`config.mk`:
```
export PLATFORM = sky130hd
export DESIGN_NAME = sha1_core_unrolled
export DESIGN_NICKNAME = d
export VERILOG_FILES = /design/src/rtl/sha1_core_unrolled.sv
export SDC_FILE = /design/constraint.sdc
export NUM_CORES = 2
export LEC_CHECK = 0
export ABC_AREA = 1
export ABC_CLOCK_PERIOD_IN_PS = 8300
export BUFFER_PORTS_ARGS = -buffer_cell sky130_fd_sc_hd__clkbuf_2
export CAP_MARGIN = 10
export CORE_MARGIN = 10
export CORE_UTILIZATION = 63
export DETAILED_ROUTE_END_ITERATION = 6
export PLACE_DENSITY_LB_ADDON = 0.05
export RECOVER_POWER = 50
export SLEW_MARGIN = 10
export SYNTH_ARGS = -nofsm -noshare
export SYNTH_HDL_FRONTEND = slang
export SYNTH_SLANG_ARGS = --single-unit
```
`constraint.sdc`:
```
create_clock -name clk -period 8.3 [get_ports clk]
set_input_delay 0.83 -clock clk [delete_from_list [all_inputs] [get_ports clk]]
set_output_delay 0.83 -clock clk [all_outputs]
set_load 0.1 [all_outputs]
```
`src/rtl/sha1_core_unrolled.sv`:
```
// -----------------------------------------------------------------------------
// sha1_core_unrolled
//
// SHA-1 compression engine that executes RPC rounds per clock. A 512-bit
// message block arrives as 16 big-endian 32-bit words over a valid/ready
// handshake. The resulting 160-bit digest is held under a valid/ready output
// handshake. Multi-block messages chain from the stored digest. Padding and
// length encoding happen upstream.
//
// Parameters
//   RPC       rounds per clock; legal values are 1, 2, 4 and 5
//
// Ports
//   clk       single clock, rising edge
//   rst       synchronous, active-high reset
//   din_vld   message word valid
//   din_rdy   engine can accept a message word this cycle
//   din       message word W[t], word 0 first
//   chain     sampled with word 0: 1 = start from stored digest, 0 = IV
//   busy      high from the word-0 accept until the digest is registered
//   dout      digest {h0,h1,h2,h3,h4}; also the stored chaining digest
//   dout_vld  digest valid, held until consumed
//   dout_rdy  consumer takes the digest on an edge with dout_vld high
// -----------------------------------------------------------------------------
module sha1_core_unrolled #(
   parameter int RPC = 1
) (
   input  logic         clk,
   input  logic         rst,
   input  logic         din_vld,
   output logic         din_rdy,
   input  logic [31:0]  din,
   input  logic         chain,
   output logic         busy,
   output logic [159:0] dout,
   output logic         dout_vld,
   input  logic         dout_rdy
);

   // RPC must divide 20 so that one cycle never spans two round stages.
   if (!(RPC == 1 || RPC == 2 || RPC == 4 || RPC == 5)) begin : g_rpc_check
      $error("sha1_core_unrolled: RPC must be 1, 2, 4 or 5");
   end

   localparam logic [159:0] IV = {32'h67452301, 32'hEFCDAB89, 32'h98BADCFE,
                                  32'h10325476, 32'hC3D2E1F0};

   typedef enum logic [1:0] {
      IDLE,
      LOAD,
      COMP,
      FIN
   } state_t;

   state_t        state;
   state_t        state_next;

   logic [3:0]    word_cnt;
   logic [6:0]    round_cnt;
   logic [31:0]   a, b, c, d, e;
   logic [159:0]  cv;
   logic [31:0]   w [16];

   logic [31:0]   a_nx, b_nx, c_nx, d_nx, e_nx;
   logic [31:0]   w_nx [16];

   logic          accept;
   logic          last_round;
   logic [159:0]  start_value;

   // Round-stage boolean function selected by the absolute round index.
   function automatic logic [31:0] f_func(input logic [6:0]  r,
                                          input logic [31:0] x,
                                          input logic [31:0] y,
                                          input logic [31:0] z);
      if (r < 7'd20)
         return (x & y) | (~x & z);
      else if (r >= 7'd40 && r < 7'd60)
         return (x & y) | (x & z) | (y & z);
      else
         return x ^ y ^ z;
   endfunction

   // Round-stage additive constant selected by the absolute round index.
   function automatic logic [31:0] k_func(input logic [6:0] r);
      if (r < 7'd20)
         return 32'h5A827999;
      else if (r < 7'd40)
         return 32'h6ED9EBA1;
      else if (r < 7'd60)
         return 32'h8F1BBCDC;
      else
         return 32'hCA62C1D6;
   endfunction

   // Input is blocked outside IDLE/LOAD, and also whenever a digest is still
   // waiting for its consumer, so FIN can never overwrite an unread digest.
   // A digest consumed on this very edge does not block a new word.
   assign din_rdy     = ((state == IDLE) || (state == LOAD)) && !(dout_vld && !dout_rdy);
   assign accept      = din_vld && din_rdy;
   assign last_round  = (round_cnt == 7'(80 - RPC));
   assign start_value = chain ? dout : IV;

   // The unrolled round datapath. Each of the RPC rounds reads the oldest
   // schedule word, then the schedule slides by one and the freshly expanded
   // word is appended, so words produced earlier in the cycle are visible to
   // the expansion of later rounds in the same cycle.
   always_comb begin : round_logic
      logic [31:0] ta, tb, tc, td, te;
      logic [31:0] temp;
      logic [31:0] wn;
      logic [6:0]  r;
      ta = a;
      tb = b;
      tc = c;
      td = d;
      te = e;
      temp = '0;
      wn = '0;
      r = '0;
      for (int i = 0; i < 16; i++) w_nx[i] = w[i];
      for (int j = 0; j < RPC; j++) begin
         r    = round_cnt + 7'(j);
         temp = {ta[26:0], ta[31:27]} + f_func(r, tb, tc, td) + te + k_func(r) + w_nx[0];
         te   = td;
         td   = tc;
         tc   = {tb[1:0], tb[31:2]};
         tb   = ta;
         ta   = temp;
         wn   = w_nx[13] ^ w_nx[8] ^ w_nx[2] ^ w_nx[0];
         for (int i = 0; i < 15; i++) w_nx[i] = w_nx[i + 1];
         w_nx[15] = {wn[30:0], wn[31]};
      end
      a_nx = ta;
      b_nx = tb;
      c_nx = tc;
      d_nx = td;
      e_nx = te;
   end

   // State register of the control FSM.
   always_ff @(posedge clk) begin
      if (rst)
         state <= IDLE;
      else
         state <= state_next;
   end

   // Next-state logic: word 0 opens the block, word 15 starts compression,
   // the final round hands over to the one-cycle digest update.
   always_comb begin
      state_next = state;
      busy       = 1'b1;
      case (state)
         IDLE: begin
            busy = 1'b0;
            if (accept)
               state_next = LOAD;
         end
         LOAD: begin
            if (accept && word_cnt == 4'd15)
               state_next = COMP;
         end
         COMP: begin
            if (last_round)
               state_next = FIN;
         end
         FIN: begin
            state_next = IDLE;
         end
         default: begin
            state_next = IDLE;
         end
      endcase
   end

   // Datapath registers. Accepted words slide into the schedule buffer from
   // the top, so after 16 accepts w[0] holds word 0. The working registers
   // and the chaining value are captured at the word-0 accept, which lets a
   // new block load while the previous digest is being consumed. dout keeps
   // the last digest after it is consumed because it doubles as the chaining
   // source for the next block.
   always_ff @(posedge clk) begin
      if (rst) begin
         word_cnt  <= '0;
         round_cnt <= '0;
         a         <= '0;
         b         <= '0;
         c         <= '0;
         d         <= '0;
         e         <= '0;
         cv        <= IV;
         dout      <= IV;
         dout_vld  <= 1'b0;
         for (int i = 0; i < 16; i++) w[i] <= '0;
      end else begin
         if (dout_vld && dout_rdy)
            dout_vld <= 1'b0;
         case (state)
            IDLE, LOAD: begin
               if (accept) begin
                  word_cnt <= word_cnt + 4'd1;
                  for (int i = 0; i < 15; i++) w[i] <= w[i + 1];
                  w[15] <= din;
                  if (state == IDLE) begin
                     {a, b, c, d, e} <= start_value;
                     cv              <= start_value;
                  end
               end
            end
            COMP: begin
               a <= a_nx;
               b <= b_nx;
               c <= c_nx;
               d <= d_nx;
               e <= e_nx;
               for (int i = 0; i < 16; i++) w[i] <= w_nx[i];
               if (last_round)
                  round_cnt <= '0;
               else
                  round_cnt <= round_cnt + 7'(RPC);
            end
            FIN: begin
               dout     <= {cv[159:128] + a, cv[127:96] + b, cv[95:64] + c,
                            cv[63:32] + d, cv[31:0] + e};
               dout_vld <= 1'b1;
            end
            default: begin
            end
         endcase
      end
   end

endmodule

```
==> impl_metrics.env <==
export IMPL_status="finished with violations"
export IMPL_violations="max-capacitance violations, max-slew violations"
export IMPL_skew_ps=34.5
export IMPL_grt_pass1_wl_mm=266
export IMPL_crit_arrival_ps=7570
export IMPL_final_seq_area_sq_mm=0.0253
export IMPL_setup_viol=0
export IMPL_post_cts_buffers=0
export IMPL_grt_overflow=0
export IMPL_area_growth_pct=8.89
export IMPL_die_h_microns=316
export IMPL_clockRootBuffer="clkbuf_16"
export IMPL_vias=47290
export IMPL_timing_setup_tns_ps=0
export IMPL_synth_area_per_cell_sq_um=8.02
export IMPL_htreeDepth=3
export IMPL_cts_buffers=103
export IMPL_ant_nets=0
export IMPL_r2r_start="state[0]"
export IMPL_end_kind="flop"
export IMPL_worst_path_stages=7
export IMPL_critPathTopFamily="buffers and inverters"
export IMPL_grt_max_degree=181
export IMPL_cts_path_max_buffers=3
export IMPL_crit_buf_inv=3
export IMPL_required_ps=8940
export IMPL_syn_inst=6867
export IMPL_drive_gt1_share_pct=3.79
export IMPL_endpoint="dout[52]"
export IMPL_clkLatencyLatePin_ps=730
export IMPL_yosys_top_cells_area="edfxtp_1, dfxtp_1, inv_1"
export IMPL_period_needed_ps=6930
export IMPL_cts_tree="done"
export IMPL_post_route_util_pct=69.1
export IMPL_tightest_slew_ps=6930
export IMPL_floorplan_core_area_sq_mm=0.0868
export IMPL_r2r_cells=7
export IMPL_routed_via_density=5.79
export IMPL_drt_iter0_drc=5841
export IMPL_place_inst=7975
export IMPL_seq_area_frac_synth_pct=45.9
export IMPL_drcViolationCount=0
export IMPL_yosys_warnings=0
export IMPL_yosysUniqueCellTypes=47
export IMPL_max_stage_delay_ps=1750
export IMPL_worst_setup_path_start_kind="flop"
export IMPL_clk_pin_slew_worst_paths_ps=60
export IMPL_cts_sinks=1006
export IMPL_routed_wl_mm=176
export IMPL_maxSlewViolCount=1200
export IMPL_path_cells="ha_1, clkinvlp_2, clkbuf_1, buf_4, a21oi_1, o21ai_0, nand2_1"
export IMPL_antenna_found_initial=7
export IMPL_multi_input_area_sq_mm=0.0242
export IMPL_fmax_ghz=0.144
export IMPL_start_util_pct=63.5
export IMPL_fillerInstances=7113
export IMPL_regToRegSetupSlack_ps=1370
export IMPL_layoutNonFillerInstCount=8172
export IMPL_crit_fanout=77
export IMPL_hpwl_mm=125
export IMPL_fin_crit_sh_pct=83.5
export IMPL_rsz0062_at_grt="no"
export IMPL_grt_usage_pct=34.7
export IMPL_wl_per_cell_microns=21.5
export IMPL_postCtsHoldBufs=0
export IMPL_path_class="reg2reg"
export IMPL_io_pin_count=200
export IMPL_fin_nets=7286
export IMPL_ys_ff_latch=1006
export IMPL_dieArea_sq_mm=0.0996
export IMPL_synth_area_sq_mm=0.0550
export IMPL_drv_cap=13
export IMPL_die_width_microns=316
export IMPL_synth_area_leader_cell="edfxtp_1"
export IMPL_crit_slowest_cell="clkbuf_1"
export IMPL_crit_start="state[0]"
export IMPL_yosysTopAreaCellShare_pct=27.9
export IMPL_dr_pass1_iters=6
export IMPL_hold_path_class="in2reg"
export IMPL_slew_headroom_pct=-362
export IMPL_cts_resized=0
export IMPL_synth_nets=7228
export IMPL_row_count=108
export IMPL_portBuffers=199
export IMPL_grt_pass1_vias=44283
export IMPL_r2r_end="dout[52]"
export IMPL_finalHoldViolCount=0
export IMPL_globalplace_congestion=1.01
-- worst min-delay path by stage --
stage                   from       end  slack, ps  depth (start not counted)
floorplan            cv[103]   cv[103]        430                          2
global placement     cv[150]   cv[150]        440                          2
detailed placement   cv[122]   cv[122]        450                          2
CTS                 dout_rdy  dout_vld        370                          4
global route        dout_rdy  dout_vld        380                          4
finish              dout_rdy  dout_vld        380                          4
-- stage by stage --
step,hold WS [ps],setup WS [ps],area [sq um]
3_3_place_gp,441,2790,56700
3_5_place_dp,447,2720,56700
4_1_cts,368,2710,60200
5_1_grt,384,1130,59900
6_report,382,1370,59900
2_1_floorplan,433,336,55000
-- cells in the mapped netlist, drive strengths merged --
| library cell | instances |
|---|---|
| or2 | 10 |
| nand3 | 280 |
| nand2 | 929 |
| a31o | 2 |
| clkinv | 1 |
| a31oi | 30 |
| xnor2 | 113 |
| nand4 | 34 |
| dfxtp | 494 |
| and3 | 3 |
| a221oi | 2 |
| o21bai | 43 |
| ha | 199 |
| a21boi | 19 |
| o21a | 7 |
| o21ai | 614 |
| a32oi | 3 |
| nor2 | 1083 |
| xor2 | 42 |
| inv | 1159 |
| buf | 115 |
| o221ai | 5 |
| o22ai | 10 |
| nor3 | 43 |
| a22o | 1 |
| mux2i | 1 |
| o211ai | 52 |
| edfxtp | 512 |
| fa | 125 |
| clkbuf | 174 |
| nand3b | 8 |
| a21oi | 696 |
| a211oi | 13 |
| a21o | 39 |
| nor4 | 6 |
-- worst min-delay path: cells and delay by family --
family,cells,cell delay (ps)
buffers and inverters,2,120
and+or+nand+nor,1,50
AOI/OAI and AO/OA,1,60
-- placed cells by master (no fill, tap or decap), types with 10 or more instances in the layout --
cell type	synthesis	layout
a211oi_1	13	13
a21boi_0	18	19
a21o_1	39	39
a21oi_1	695	696
a31oi_1	30	30
buf_4	15	32
bufinv_16	0	12
clkbuf_1	174	188
clkbuf_16	0	104
clkbuf_2	0	37
clkinv_2	0	26
dfxtp_1	494	494
edfxtp_1	512	512
fa_1	125	125
ha_1	199	199
inv_1	1156	1154
nand2_1	928	926
nand3_1	280	280
nand4_1	34	34
nor2_1	1081	1083
nor3_1	43	43
o211ai_1	52	52
o21ai_0	556	560
o21ai_1	53	49
o21bai_1	42	42
o22ai_1	10	10
or2_2	10	10
xnor2_1	113	113
xor2_1	42	42
-- state kept, by name (all words and copies together), names as in the netlist --
| name | count |
|---|---|
| c | 32 |
| w | 512 |
| round_cnt | 7 |
| dout_vld | 1 |
| d | 32 |
| word_cnt | 4 |
| b | 32 |
| cv | 160 |
| dout | 160 |
| e | 32 |
| a | 32 |
| state | 2 |
-- cell type report --
| class | instances | share of cell area [%] |
|---|---|---|
| sequential | 1006 | 42.1 |
| multi-input combinational | 4412 | 40.4 |
| inverter | 1160 | 7.29 |
| clock buffer | 131 | 4.66 |
| tap | 1155 | 2.41 |
| timing repair buffer | 242 | 1.85 |
| clock inverter | 64 | 1.25 |
| antenna | 2 | 0.00835 |
-- layer usage --
metal	global-route usage [%]	wire [microns]	share of wire, %	up-vias
li1	-	-	-	22378
met1	45.8	69700	40	22210
met2	54.5	79500	45	2250
met3	6.67	16400	9.3	440
met4	17.0	10100	5.8	12
met5	0	93	0.053	-
-- logic make-up after synthesis --
family | after synthesis | share of synthesized area (%)
simple gates | 2396 | 17.4
buf+inv | 1449 | 10.2
flops | 1006 | 45.9
xor+xnor | 155 | 2.47
fa+ha+maj | 324 | 9.07
compound gates | 1536 | 15.0
mux | 1 | 0.0182
Power is left out: the tool's default activity adds up to more than one toggle a clock period on the data nets, which glitch-free logic cannot reach.
